File: config.mk
export PLATFORM = sky130hd
export DESIGN_NAME = serial_subtractor_8bit
export DESIGN_NICKNAME = d
export VERILOG_FILES = /design/src/rtl/serial_subtractor_8bit.sv
export SDC_FILE = /design/constraint.sdc
export NUM_CORES = 1
export LEC_CHECK = 0
export CORE_UTILIZATION = 51
export CTS_CLUSTER_SIZE = 30
export DETAILED_ROUTE_END_ITERATION = 12
export HOLD_SLACK_MARGIN = 0.1
export MAX_ROUTING_LAYER = met4
export PLACE_DENSITY_LB_ADDON = 0.25
export SLEW_MARGIN = 0
export SYNTH_ARGS = -nofsm -noshare
export SYNTH_HDL_FRONTEND = slang
export SYNTH_SLANG_ARGS = --single-unit
File: constraint.sdc
create_clock -name clk -period 1.75 [get_ports clk]
set_input_delay 0.175 -clock clk [delete_from_list [all_inputs] [get_ports clk]]
set_output_delay 0.175 -clock clk [all_outputs]
set_load 0.005 [all_outputs]
File: src/rtl/serial_subtractor_8bit.sv
`default_nettype none
// ============================================================================
// Module      : serial_subtractor_8bit
// Description : Bit-serial subtractor, diff = a - b, one bit per clock,
//               LSB first, with a start/busy/done handshake. Produces the
//               unsigned borrow and the two's-complement overflow flag.
// Revision    : 1.0 - initial release
// ============================================================================
module serial_subtractor_8bit #(
  parameter int WIDTH = 8
) (
  input  logic             clk,
  input  logic             rst_n,
  input  logic             start,
  input  logic [WIDTH-1:0] a,
  input  logic [WIDTH-1:0] b,
  output logic             busy,
  output logic             done,
  output logic [WIDTH-1:0] diff,
  output logic             borrow,
  output logic             ovf
);

  localparam int c_cnt_w = $clog2(WIDTH);
  localparam logic [c_cnt_w-1:0] c_last = c_cnt_w'(WIDTH - 1);

  typedef enum logic [1:0] {
    ST_IDLE = 2'd0,
    ST_RUN  = 2'd1,
    ST_DONE = 2'd2
  } state_t;

  state_t             r_state;
  logic [WIDTH-1:0]   r_sa;
  logic [WIDTH-1:0]   r_sb;
  logic [WIDTH-1:0]   r_sr;
  logic               r_br;
  logic [c_cnt_w-1:0] r_cnt;
  logic               r_amsb;
  logic               r_bmsb;

  logic               w_d;
  logic               w_br_nxt;
  logic [WIDTH-1:0]   w_sr_nxt;

  // One full-subtractor slice operating on the current LSBs and borrow.
  assign w_d      = r_sa[0] ^ r_sb[0] ^ r_br;
  assign w_br_nxt = (~r_sa[0] & r_sb[0]) | (~(r_sa[0] ^ r_sb[0]) & r_br);
  assign w_sr_nxt = {w_d, r_sr[WIDTH-1:1]};

  // Control FSM, operand/result shifting and registered result outputs.
  always_ff @(posedge clk) begin
    if (!rst_n) begin
      r_state <= ST_IDLE;
      r_sa    <= '0;
      r_sb    <= '0;
      r_sr    <= '0;
      r_br    <= 1'b0;
      r_cnt   <= '0;
      r_amsb  <= 1'b0;
      r_bmsb  <= 1'b0;
      busy    <= 1'b0;
      done    <= 1'b0;
      diff    <= '0;
      borrow  <= 1'b0;
      ovf     <= 1'b0;
    end else begin
      done <= 1'b0;
      case (r_state)
        ST_IDLE, ST_DONE: begin
          if (start) begin
            r_sa    <= a;
            r_sb    <= b;
            // Operand MSBs shift out during the run, so keep them for ovf.
            r_amsb  <= a[WIDTH-1];
            r_bmsb  <= b[WIDTH-1];
            r_br    <= 1'b0;
            r_cnt   <= '0;
            busy    <= 1'b1;
            r_state <= ST_RUN;
          end else begin
            r_state <= ST_IDLE;
          end
        end
        ST_RUN: begin
          r_sa  <= r_sa >> 1;
          r_sb  <= r_sb >> 1;
          r_sr  <= w_sr_nxt;
          r_br  <= w_br_nxt;
          r_cnt <= r_cnt + 1'b1;
          if (r_cnt == c_last) begin
            // The final bit is this cycle's d, so it is also the diff MSB.
            diff    <= w_sr_nxt;
            borrow  <= w_br_nxt;
            ovf     <= (r_amsb ^ r_bmsb) & (w_d ^ r_amsb);
            done    <= 1'b1;
            busy    <= 1'b0;
            r_state <= ST_DONE;
          end
        end
        default: begin
          r_state <= ST_IDLE;
        end
      endcase
    end
  end

endmodule
`default_nettype wire

==> results.md <==
- Reg area: roughly 860 sq um
- Routed Antenna Nets: 0
- Die X: 60.3 um
- Largest net degree at the start of global routing: 24
- Fraction of layout cells with a size suffix above 1: 6.41%
- Mux cell area share after synthesis: 0%
- Worst Setup End Kind: flop
- Net Sw Frac: 23.3%
- Inst Count DP: 271
- Final Hold Violating Endpoints: 0
- Fmax: ~0.63 GHz
- I/O pins: 31
- Initial antenna violation count: 0
- Post-Syn Instances: 205
- H-tree level count: 2
- Worst-case clock buffer depth: 2
- Row count: 20
- WP data required: ~2 ns
- Detailed placement HPWL: 2290 um
- Post-synthesis sequential area ratio: 49.6%
- P per Cell Area: 874 nW/um^2
- CP Class: flop to flop
- Clock-pin slew on the worst setup and hold paths: 0.12 ns
- Hold_ws: approximately 0.38 ns
- Synth unique cells: 26
- Synth Area in Simple Gates: 21.1%
- Area delta synth->final: 22.6%
- Setup TNS: 0 ns
- Fillers: 255
- Synth Area in Adders: 2.60%
- # nets final: 256
- Antenna diodes: 0
- Syn nets: 227
- Post-layout min period: 1.58 ns
- Seq pwr share: around 56%
- WP data arrival: 1.87 ns
- Slew @ Worst Pin: 0.466 ns
- RePlAce Congestion: 0.742
- Leak: 0.779 nW
- Final Skew: 0.00721 ns
- Via count: 1435
- Post-Syn Area per Cell: 8.47 sq um
- Total CTS buffers: 5
- Initial DRC count: a little under 60
- Most frequent cells in the layout: nand2_1 (65), dfxtp_1 (43), clkdlybuf4s50_1 (30), o21ai_0 (16), a31oi_1 (15)
- WL/cell: 11.5 um
- Root buffer cell: clkbuf_4
- Vias in the first global route: ~1300
- Sink Count: 43
- Xor/xnor share of the synthesized area: 0%
- Via density: 5.16
- Total net switching power: 0.000433 W
- Worst-Skew Late Latency: 0.35 ns
- CTS tree: done
- Hold WC Path Type: input port to flop
- Leading cell type in the layout, fill and taps excluded: nand2_1
- Synth Area in Compound Gates: 20.8%
- Synth Register Bits: 43
- First-pass GRT wire length: 5420 um
- Max stage delay cell, worst path: fa_1
- Post-Place Setup Slack: 0.186 ns
- CP max stage delay: 0.50 ns
- Synth Cell Area: around 1700 sq um
- Tcrit/Tclk final: between 90% and 100%
- Postcts setup bufs: 0
- RSZ-0062 raised after global routing: false
- Final setup fails: 0
- Max-slew violation count: 0
- Multi-input combinational cell area: just under 800 sq um
- Max rail drop VDD: ~0.65 mV
- Slew HR: between 60% and 70%
- Crit-path cells: inv_1 > fa_1 > or3b_2 > a31oi_1
- Final WS setup: 0.166 ns
- Core area: 3130 sq um
- I/O Buffers: 30
- Max_cap viols: 0
- Clk network pwr share: 32.0%
- # DRC: 0
- Final cell count without fillers: 278
- Die area: between 3000 and 4000 sq um
- Initial Util: 55.5%
- Final wirelength: 3200 um
- Grt ovf: 0
- CTS resizes: 0
- All-layer global routing usage: approximately a fifth
- Combinational Power Share: 11.6%
- 1st-pass router iterations: 4
- Yosys warnings: 0
- DIE HEIGHT: 60.3 um
- Crit-path max FO: 4
- Hold_buf cts: 0
- Crit start category: flop
- Status: finished clean
- Largest family of logic cells by synthesized area: simple AND/OR/NAND/NOR gates
- Pint: 0.00143 W
==> cells in the mapped netlist <==
cell       n  share of area [%]
nor2b_1    3                1.1
dfxtp_1   43                 50
or3b_2     1               0.50
a21oi_1    1               0.29
and3_1     1               0.36
nor3_1     1               0.29
and3b_1    1               0.50
buf_6      1               0.65
nand2_1   65                 14
nand3_1    4                1.2
o21ai_0   16                4.6
nand2b_1   2               0.72
o21a_1     2               0.86
buf_4      6                2.6
o211a_1    1               0.58
nor2_1     2               0.43
a21boi_1  10                4.3
a31oi_1   15                5.4
buf_2      4                1.2
and2_1     3                1.1
clkbuf_1   5                1.1
inv_1      2               0.43
nand3b_1   2               0.86
ha_1       2                1.4
fa_1       1                1.2
a21boi_0  11                4.8
==> power groups by stage <==
stage,sequential (W),combinational (W),clock [W]
floorplan,0.00107,0.000143,0
global placement,0.00107,0.000210,0
CTS,0.00105,0.000216,0.000609
detailed placement,0.00107,0.000215,0
global route,0.00106,0.000241,0.000658
finish,0.00105,0.000215,0.000594
==> path summary, 6_finish.rpt <==
check | from | to | slack (ns) | cells past startpoint
worst max-delay path | r_sb[0] | ovf | 0.17 | 4
worst min-delay path | a[4] | r_sa[4] | 0.38 | 3
worst max register to register | r_sb[0] | ovf | 0.17 | 4
worst min register to register | diff[3] | diff[3] | 0.46 | 2
==> critical path, delay by kind of cell (launching register included) <==
family	cells	cell delay, ns
AO/OA/AOI/OAI	1	0.16
buffers and inverters	1	0.06
adder cells (fa/ha/maj)	1	0.50
flip-flops	1	0.35
AND/OR/NAND/NOR	1	0.46
==> area by class of cell <==
| type | instances | share of cell area, % |
|---|---|---|
| Inverter | 2 | 0.353 |
| Clock inverter | 1 | 1.41 |
| Clock buffer | 6 | 1.94 |
| Sequential cell | 43 | 40.5 |
| Multi-Input combinational cell | 144 | 36.3 |
| Tap cell | 44 | 2.59 |
| Timing Repair Buffer | 38 | 16.9 |
==> stage by stage <==
stage          total power, W  instance area, sq um  utilization (%)
2_1_floorplan         0.00121                  1740                -
3_3_place_gp          0.00128                  2060             65.7
3_5_place_dp          0.00129                  2060             65.7
4_1_cts               0.00188                  2130             68.0
5_1_grt               0.00195                  2130             68.0
6_report              0.00186                  2130             68.0
==> routing by layer <==
metal  track usage, %  up-vias  wire (um)
met1             23.8      664       1450
met5                -        -          0
li1                 -      741          -
met3             7.68        6        114
met2             34.5       24       1590
met4             8.97        0         53
==> logic make-up (layout without fill, tap and decap cells) <==
kind of cell	count (synthesis)	in the layout
AO/OA/AOI/OAI	56	56
buffers and inverters	18	47
adder cells (fa/ha/maj)	3	3
AND/OR/NAND/NOR	85	85
flip-flops	43	43
==> sequential cells by signal, summed over array words and instances, names as in the netlist <==
| register | flops |
|---|---|
| borrow | 1 |
| busy | 1 |
| diff | 8 |
| done | 1 |
| ovf | 1 |
| r_amsb | 1 |
| r_bmsb | 1 |
| r_br | 1 |
| r_cnt | 3 |
| r_sa | 8 |
| r_sb | 8 |
| r_sr | 7 |
| r_state | 2 |
(Power assumes the default switching activity.)
